File: config.mk
export PLATFORM = sky130hd
export DESIGN_NAME = key_debounce
export DESIGN_NICKNAME = d
export VERILOG_FILES = /design/src/rtl/key_debounce.sv
export SDC_FILE = /design/constraint.sdc
export NUM_CORES = 1
export LEC_CHECK = 0
export CORE_ASPECT_RATIO = 0.7
export CORE_MARGIN = 2
export CORE_UTILIZATION = 35
export CTS_CLUSTER_SIZE = 28
export DETAILED_ROUTE_END_ITERATION = 7
export GPL_TIMING_DRIVEN = 0
export PLACE_DENSITY = 0.49
export SYNTH_ARGS = -nofsm -noshare
export SYNTH_HDL_FRONTEND = slang
export SYNTH_SLANG_ARGS = --single-unit
File: constraint.sdc
create_clock -name clk -period 2.3 [get_ports clk]
set_input_delay 0.575 -clock clk [delete_from_list [all_inputs] [get_ports clk]]
set_output_delay 0.575 -clock clk [all_outputs]
set_load 0.05 [all_outputs]
File: src/rtl/key_debounce.sv
`default_nettype none
// ============================================================================
// Module   : key_debounce
// Brief    : Two-flop synchroniser plus 4-state filter FSM that debounces an
//            active-low key into a clean level and a one-cycle change strobe.
//            Define KEY_LONG_PRESS_EN to add the long_flag long-press pulse.
// Revision : 1.0 - initial release
// ============================================================================
module key_debounce #(
    parameter int DEBOUNCE_CNT = 1_000_000
`ifdef KEY_LONG_PRESS_EN
    ,
    parameter int LONG_CNT     = 50_000_000
`endif
) (
    input  logic clk,
    input  logic rst_n,
    input  logic key_in,
    output logic key_value,
    output logic key_flag
`ifdef KEY_LONG_PRESS_EN
    ,
    output logic long_flag
`endif
);

    localparam int c_cnt_w = $clog2(DEBOUNCE_CNT);
    // The entry edge is the first stable sample, so DEBOUNCE_CNT samples are
    // complete when the counter reads DEBOUNCE_CNT-2.
    localparam logic [c_cnt_w-1:0] c_cnt_last = c_cnt_w'(DEBOUNCE_CNT - 2);

    typedef enum logic [1:0] {
        IDLE_UP     = 2'd0,
        FILTER_DOWN = 2'd1,
        HELD_DOWN   = 2'd2,
        FILTER_UP   = 2'd3
    } state_t;

    state_t               r_state;
    logic                 r_sync0;
    logic                 r_sync1;
    logic [c_cnt_w-1:0]   r_cnt;

    always_ff @(posedge clk or negedge rst_n) begin
        if (!rst_n) begin
            r_sync0   <= 1'b1;
            r_sync1   <= 1'b1;
            r_state   <= IDLE_UP;
            r_cnt     <= '0;
            key_value <= 1'b1;
            key_flag  <= 1'b0;
        end else begin
            r_sync0  <= key_in;
            r_sync1  <= r_sync0;
            key_flag <= 1'b0;
            case (r_state)
                IDLE_UP: begin
                    if (!r_sync1) begin
                        r_state <= FILTER_DOWN;
                        r_cnt   <= '0;
                    end
                end
                FILTER_DOWN: begin
                    if (r_sync1) begin
                        r_state <= IDLE_UP;
                        r_cnt   <= '0;
                    end else if (r_cnt == c_cnt_last) begin
                        r_state   <= HELD_DOWN;
                        r_cnt     <= '0;
                        key_value <= 1'b0;
                        key_flag  <= 1'b1;
                    end else begin
                        r_cnt <= r_cnt + 1'b1;
                    end
                end
                HELD_DOWN: begin
                    if (r_sync1) begin
                        r_state <= FILTER_UP;
                        r_cnt   <= '0;
                    end
                end
                FILTER_UP: begin
                    if (!r_sync1) begin
                        r_state <= HELD_DOWN;
                        r_cnt   <= '0;
                    end else if (r_cnt == c_cnt_last) begin
                        r_state   <= IDLE_UP;
                        r_cnt     <= '0;
                        key_value <= 1'b1;
                        key_flag  <= 1'b1;
                    end else begin
                        r_cnt <= r_cnt + 1'b1;
                    end
                end
                default: begin
                    r_state   <= IDLE_UP;
                    r_cnt     <= '0;
                    key_value <= 1'b1;
                    key_flag  <= 1'b0;
                end
            endcase
        end
    end

`ifdef KEY_LONG_PRESS_EN
    localparam int c_lcnt_w = $clog2(LONG_CNT);
    localparam logic [c_lcnt_w-1:0] c_lcnt_last = c_lcnt_w'(LONG_CNT - 1);

    logic [c_lcnt_w-1:0] r_lcnt;
    logic                r_long_done;

    // Press time keeps accumulating through release bounces (FILTER_UP) and
    // only restarts once the key is back in an unpressed state.
    always_ff @(posedge clk or negedge rst_n) begin
        if (!rst_n) begin
            r_lcnt      <= '0;
            r_long_done <= 1'b0;
            long_flag   <= 1'b0;
        end else begin
            long_flag <= 1'b0;
            if (r_state == HELD_DOWN || r_state == FILTER_UP) begin
                if (r_lcnt != c_lcnt_last) begin
                    r_lcnt <= r_lcnt + 1'b1;
                end else if (!r_long_done) begin
                    long_flag   <= 1'b1;
                    r_long_done <= 1'b1;
                end
            end else begin
                r_lcnt      <= '0;
                r_long_done <= 1'b0;
            end
        end
    end
`endif

endmodule
`default_nettype wire

==> impl_metrics.env, run 1 <==
export IMPL_final_core_util_pct=40.6
export IMPL_path_class="register to primary output"
export IMPL_worstSetupStartpointType="register"
export IMPL_clock_skew_final_ps=7.90
export IMPL_synth_area_sq_um=1410
export IMPL_power_switching_fraction_pct=37.9
export IMPL_r2r_setup_slack_ps=160
export IMPL_drc=0
export IMPL_p_switching_uw=502
export IMPL_io_pin_count=5
export IMPL_mappedNetlistNets=149
export IMPL_layout_drive_gt1_share_pct=11.8
export IMPL_min_period_over_period_pct=95.3
export IMPL_hold_path_class="register to register"
export IMPL_fp_dieH_microns=57.0
export IMPL_max_cap_viol_count=0
export IMPL_numCtsBuffers=3
export IMPL_cts_num_sinks=26
export IMPL_routed_wirelength_mm=3.23
export IMPL_cell_at_the_root_of_the_clock_tree="sky130_fd_sc_hd__clkbuf_8"
export IMPL_total_power_uw=1330
export IMPL_avgViaCountPerCell=5.48
export IMPL_core_rowCount=19
export IMPL_cts_path_max_buffers=2
export IMPL_grt_ovfl_total=0
export IMPL_grt_setup_unrepaired="no"
export IMPL_core_area_sq_um=3870
export IMPL_critical_path_reg2reg_startpoint="r_cnt[7]$_DFFE_PN0P_"
export IMPL_setup_worst_path_end_class="primary output"
export IMPL_leakagePower_uw=0.000667
export IMPL_chipWidth_microns=79.7
export IMPL_worst_path_largest_cell_delay_ps=800
export IMPL_cp_num_buf_inv=1
export IMPL_combPwrFrac_pct=35.7
export IMPL_fin_crit_ps=2190
export IMPL_synth_area_top_cells="sky130_fd_sc_hd__dfrtp_1 (41%), sky130_fd_sc_hd__dfstp_2 (5.6%), sky130_fd_sc_hd__a31oi_1 (4.5%), sky130_fd_sc_hd__nand3_1 (4.3%), sky130_fd_sc_hd__nand2_1 (3.7%)"
export IMPL_hold_slack_ps=362
export IMPL_first_pass_grt_wire_length_mm=5.43
export IMPL_synth_flop_cell="sky130_fd_sc_hd__dfrtp_1"
export IMPL_final_cell_count_no_fill=204
export IMPL_synthesis_instances=144
export IMPL_grt_max_degree=27
export IMPL_cts_tree="done"
export IMPL_ys_seq_area_share_pct=46.6
export IMPL_crit_arrival_ps=1620
export IMPL_asyncSetResetFlopFracSynth_pct=100
export IMPL_cts_htree_levels=1
export IMPL_final_net_count=158
export IMPL_ys_seq_elements=26
export IMPL_internal_power_uw=824
export IMPL_grt_antenna_before_repair=0
export IMPL_min_from="r_sync0$_DFF_PN1_"
export IMPL_antennaDiodeCount=0
export IMPL_min_to="r_sync1$_DFF_PN1_"
export IMPL_power_ir_vdd_worst_v=0.000403
export IMPL_hold_violation_total_from_the_final_report=0
export IMPL_hold_buffers=0
export IMPL_synth_edff_count=0
export IMPL_grt_pass1_vias=1092
export IMPL_synth_warn=0
export IMPL_worst_path_cell_with_the_longest_stage_delay="sky130_fd_sc_hd__clkdlybuf4s50_1"
export IMPL_gr_usage_all_layers_pct=15.9
export IMPL_placement_io_buffers=4
export IMPL_first_iter_violations=88
export IMPL_run_status="completed"
export IMPL_final_setup_fails=0
export IMPL_sequential_power_share_pct=41.7
export IMPL_cp_data_required_time_ps=1730
export IMPL_clock_power_share_pct=22.7
export IMPL_crit_path_cell_trace="clkdlybuf4s50_1"
export IMPL_final_max_slew_violation_count=0
export IMPL_crit_family="buffers and inverters"
export IMPL_timing_critical_path_fanout_max=3
export IMPL_detail_route_antenna_nets=0
export IMPL_place_detailed_hpwl_mm=2.28
export IMPL_reg2regPathDepth=8
export IMPL_detail_route_first_pass_iterations=4
export IMPL_syn_mean_instance_area_sq_um=9.76
export IMPL_effective_utilization_at_floorplan_pct=36.3
export IMPL_clk_pin_slew_worst_paths_ps=100
export IMPL_gp_congestion=0.817
export IMPL_achievable_frequency_mhz=456
export IMPL_full_die_area_sq_um=4550
export IMPL_crit_reg2reg_capture="r_cnt[19]$_DFFE_PN0P_"
export IMPL_slew_headroom_pct=22.6
export IMPL_avgRoutedWirePerCell_microns=15.8
export IMPL_clk_insertion_delay_late_ps=270
export IMPL_min_delay_path_depth=0
export IMPL_overall_via_count_from_detail_route=1117
export IMPL_synthDominantAreaCellType="sky130_fd_sc_hd__dfrtp_1"
export IMPL_finalSetupTns_ps=0
export IMPL_synth_cell_type_count=41
export IMPL_dp_cells=200
export IMPL_layout_area_overhead_vs_synth_pct=11.9
export IMPL_p_per_area_nw_per_um2=843
export IMPL_max_slew_worst_pin_slew_ps=1160
export IMPL_yosys_area_top_type_share_pct=41.0
[worst max-delay path by stage]
stage,endpoint,slack [ps],start,cells after the start
after global placement,r_cnt[3]$_DFFE_PN0P_,170,r_cnt[10]$_DFFE_PN0P_,6
after CTS,key_value,90,key_value$_DFFE_PN1P_,1
after floorplan,r_cnt[19]$_DFFE_PN0P_,360,r_cnt[7]$_DFFE_PN0P_,8
final,key_value,110,key_value$_DFFE_PN1P_,1
after global routing,r_cnt[2]$_DFFE_PN0P_,70,r_cnt[12]$_DFFE_PN0P_,6
after detailed placement,r_cnt[3]$_DFFE_PN0P_,130,r_cnt[7]$_DFFE_PN0P_,7
[cell type report]
class	instances	area [sq um]
fillers	385	2300
clock buffers	4	55.1
plain buffers	7	45.0
well taps	52	65.1
flip-flops and latches	26	654
inverters	5	18.8
repair buffers	4	40.0
multi-input cells	106	694
[cell usage in the layout (no fill, tap or decap), types with 3 or more instances in the layout]
cell / count
sky130_fd_sc_hd__nor2_1: 10
sky130_fd_sc_hd__nand3_1: 12
sky130_fd_sc_hd__xnor2_1: 4
sky130_fd_sc_hd__clkbuf_8: 4
sky130_fd_sc_hd__clkdlybuf4s50_1: 4
sky130_fd_sc_hd__a22o_1: 6
sky130_fd_sc_hd__inv_1: 5
sky130_fd_sc_hd__dfrtp_1: 23
sky130_fd_sc_hd__a31oi_1: 10
sky130_fd_sc_hd__a41oi_1: 3
sky130_fd_sc_hd__a21oi_1: 10
sky130_fd_sc_hd__dfstp_2: 3
sky130_fd_sc_hd__nand2_1: 14
sky130_fd_sc_hd__nand4_1: 4
sky130_fd_sc_hd__mux2i_1: 3
[logic make-up after synthesis]
logic type / synth area share, %
compound gates: 17.5
xor+xnor: 3.12
fa+ha+maj: 1.78
buf+inv: 4.45
flops: 46.6
mux: 2.94
simple gates: 23.7
[through the flow]
stage	worst slack [ps]	area (sq um)
after floorplan	358	1410
final	107	1570
after global routing	66.1	1570
after detailed placement	131	1510
after CTS	92.6	1570
after global placement	165	1510
[power by group through the flow]
| stage | clock network, uW | logic [uW] | registers, uW |
|---|---|---|---|
| after floorplan | 0 | 341 | 548 |
| after global placement | 0 | 459 | 559 |
| after detailed placement | 0 | 469 | 559 |
| after CTS | 312 | 468 | 552 |
| after global routing | 329 | 531 | 565 |
| final | 301 | 473 | 552 |
[flip-flops by register name, indices dropped and copies added, names as in the netlist, named ones only]
signal,count
r_sync0,1
key_flag,1
r_cnt,20
r_sync1,1
key_value,1
r_state,1
[per-layer routing]
metal | global-route usage [%] | wire [microns] | vias to the layer above
li1 | - | - | 552
met5 | 0 | 0 | -
met3 | 4.27 | 105 | 2
met1 | 23.3 | 1700 | 545
met4 | 2.91 | 23 | 0
met2 | 24.0 | 1400 | 18
[Yosys cell counts (4+ instances only)]
master	n
sky130_fd_sc_hd__dfrtp_1	23
sky130_fd_sc_hd__nand2_1	14
sky130_fd_sc_hd__a31oi_1	10
sky130_fd_sc_hd__a21oi_1	10
sky130_fd_sc_hd__nand4_1	4
sky130_fd_sc_hd__a22o_1	6
sky130_fd_sc_hd__nor2_1	10
sky130_fd_sc_hd__xnor2_1	4
sky130_fd_sc_hd__inv_1	5
sky130_fd_sc_hd__nand3_1	12
[repair_timing]
| action | in CTS | in global routing |
|---|---|---|
| buffers inserted | 0 | 0 |
| resized for setup | 0 | 3 |
| endpoints found under the setup margin | 0 | 6 |
Power figures use the tool's default switching activity.
==> run 2: changes to the inputs <==
--- a/config.mk
+++ b/config.mk
@@ -12,6 +12,7 @@
 export DETAILED_ROUTE_END_ITERATION = 7
 export GPL_TIMING_DRIVEN = 0
 export PLACE_DENSITY = 0.49
+export RECOVER_POWER = 100
 export SYNTH_ARGS = -nofsm -noshare
 export SYNTH_HDL_FRONTEND = slang
 export SYNTH_SLANG_ARGS = --single-unit
==> run 2 against run 1 <==
Against the previous run: routed wire length did not move; sequential power is essentially flat; critical endpoint unchanged; non-clock buffer count stayed put; clock skew about the same; clock-buffer cell count unchanged; worst setup slack worse by 14 ps; register-to-register slack barely moved; die area stayed put; clock power about the same; via count hardly changed.
==> impl_metrics.env, run 2 (synthesized netlist as in run 1, its figures left out) <==
export IMPL_run_status="completed"
export IMPL_max_flop_register="r_cnt"
export IMPL_cp_num_buf_inv=1
export IMPL_worst_path_cell_with_the_longest_stage_delay="sky130_fd_sc_hd__clkdlybuf4s50_1"
export IMPL_post_cts_setup_buffer_count=0
export IMPL_avgRoutedWirePerCell_microns=15.8
export IMPL_n_fill_cell=385
export IMPL_timing_critical_path_fanout_max=3
export IMPL_effective_utilization_at_floorplan_pct=36.3
export IMPL_hold_path_class="register to register"
export IMPL_worstSetupStartpointType="register"
export IMPL_cts_htree_levels=1
export IMPL_cts_num_sinks=26
export IMPL_cell_at_the_root_of_the_clock_tree="sky130_fd_sc_hd__clkbuf_8"
export IMPL_achievable_frequency_mhz=453
export IMPL_cts_path_max_buffers=2
export IMPL_placement_io_buffers=4
export IMPL_io_pin_count=5
export IMPL_layout_drive_gt1_share_pct=11.2
export IMPL_hold_slack_ps=362
export IMPL_worst_path_largest_cell_delay_ps=810
export IMPL_routed_wirelength_mm=3.23
export IMPL_avgViaCountPerCell=5.47
export IMPL_crit_family="buffers and inverters"
export IMPL_layout_area_overhead_vs_synth_pct=11.9
export IMPL_detail_route_antenna_nets=0
export IMPL_grt_ovfl_total=0
export IMPL_cts_tree="done"
export IMPL_finalSetupTns_ps=0
export IMPL_min_period_over_period_pct=96.0
export IMPL_grt_setup_unrepaired="no"
export IMPL_leakagePower_uw=0.000672
export IMPL_first_iter_violations=86
export IMPL_fin_crit_ps=2210
export IMPL_crit_arrival_ps=1630
export IMPL_max_cap_viol_count=0
export IMPL_first_pass_grt_wire_length_mm=5.43
export IMPL_final_cell_mix="sky130_fd_sc_hd__dfrtp_1 (23), sky130_fd_sc_hd__nand2_1 (14), sky130_fd_sc_hd__nand3_1 (12)"
export IMPL_antennaDiodeCount=0
export IMPL_max_slew_worst_pin_slew_ps=1170
export IMPL_r2r_setup_slack_ps=160
export IMPL_drc=0
export IMPL_setup_worst_path_end_class="primary output"
export IMPL_cp_data_required_time_ps=1730
export IMPL_clk_pin_slew_worst_paths_ps=100
export IMPL_final_net_count=158
export IMPL_full_die_area_sq_um=4550
export IMPL_min_from="r_sync0$_DFF_PN1_"
export IMPL_hold_violation_total_from_the_final_report=0
export IMPL_clock_skew_final_ps=8.15
export IMPL_critical_path_reg2reg_startpoint="r_cnt[7]$_DFFE_PN0P_"
export IMPL_min_delay_path_depth=0
export IMPL_path_class="register to primary output"
export IMPL_clk_insertion_delay_late_ps=270
export IMPL_gp_congestion=0.817
export IMPL_detail_route_first_pass_iterations=4
export IMPL_crit_reg2reg_capture="r_cnt[19]$_DFFE_PN0P_"
export IMPL_grt_pass1_vias=1092
export IMPL_crit_path_cell_trace="clkdlybuf4s50_1"
export IMPL_max_ffs_per_register=20
export IMPL_core_area_sq_um=3870
export IMPL_gr_usage_all_layers_pct=15.9
export IMPL_grt_antenna_before_repair=0
export IMPL_grt_max_degree=27
export IMPL_final_max_slew_violation_count=0
export IMPL_final_setup_fails=0
export IMPL_slew_headroom_pct=21.8
export IMPL_power_ir_vdd_worst_v=0.000403
export IMPL_reg2regPathDepth=8
export IMPL_p_per_area_nw_per_um2=843
export IMPL_fp_dieH_microns=57.0
export IMPL_place_detailed_hpwl_mm=2.28
export IMPL_min_to="r_sync1$_DFF_PN1_"
export IMPL_numCtsBuffers=3
export IMPL_layout_commonest_cell="sky130_fd_sc_hd__dfrtp_1"
export IMPL_core_rowCount=19
export IMPL_chipWidth_microns=79.7
export IMPL_overall_via_count_from_detail_route=1116
## run 2: cell types whose count changed in the layout (fill, tap and decap cells not counted), sizes merged
cell	change
clkdlybuf4s50	-3
dlygate4sd3	+3
## run 2: worst reg2reg max path, delay by kind of cell, from the launching register on
family                 cells  cell delay [ps]
AO/OA/AOI/OAI              2              370
flip-flops                 1              360
AND/OR/NAND/NOR            3              820
buffers and inverters      3              480
## run 2: area by class of cell
cell class              instances  area (sq um)  share of cell area [%]
clock buffers                   4          55.1                    3.50
well taps                      52          65.1                    4.14
repair buffers                  4          40.0                    2.55
multi-input cells             106           694                    44.2
inverters                       5          18.8                    1.19
flip-flops and latches         26           654                    41.6
plain buffers                   7          45.0                    2.86
## run 2: how the worst max path moves through the flow
stage,start,end,cells past startpoint
6_report,key_value$_DFFE_PN1P_,key_value,1
5_1_grt,key_value$_DFFE_PN1P_,key_value,1
2_1_floorplan,r_cnt[7]$_DFFE_PN0P_,r_cnt[19]$_DFFE_PN0P_,8
3_5_place_dp,r_cnt[7]$_DFFE_PN0P_,r_cnt[3]$_DFFE_PN0P_,7
3_3_place_gp,r_cnt[10]$_DFFE_PN0P_,r_cnt[3]$_DFFE_PN0P_,6
4_1_cts,key_value$_DFFE_PN1P_,key_value,1
## run 2: routing by layer
layer	wire length [microns]	share of wire, %	vias up	global-route usage, %
li1	-	-	551	-
met1	1700	53	545	23.3
met2	1400	43	18	24.0
met3	105	3.3	2	4.27
met4	23	0.71	0	2.91
met5	0	0	-	0
## run 2: where the power goes
part,internal (uW),switching (uW)
sequential,503,49.8
clock,153,148
combinational,168,305
## run 2: per-stage QoR
step / worst slack [ps] / instances / power, uW / instance area, sq um / util [%]
floorplan: 358 / 144 / 890 / 1410 / -
CTS: 92.6 / 204 / 1330 / 1570 / 40.4
global route: 44.6 / 204 / 1420 / 1570 / 40.6
finish: 92.9 / 204 / 1330 / 1570 / 40.6
global placement: 165 / 200 / 1020 / 1510 / 39.0
detailed placement: 131 / 200 / 1030 / 1510 / 39.0
## run 2: timing repair
item,CTS,global route
endpoints found under the setup margin,0,6
resized for setup,0,3
hold buffers,0,0
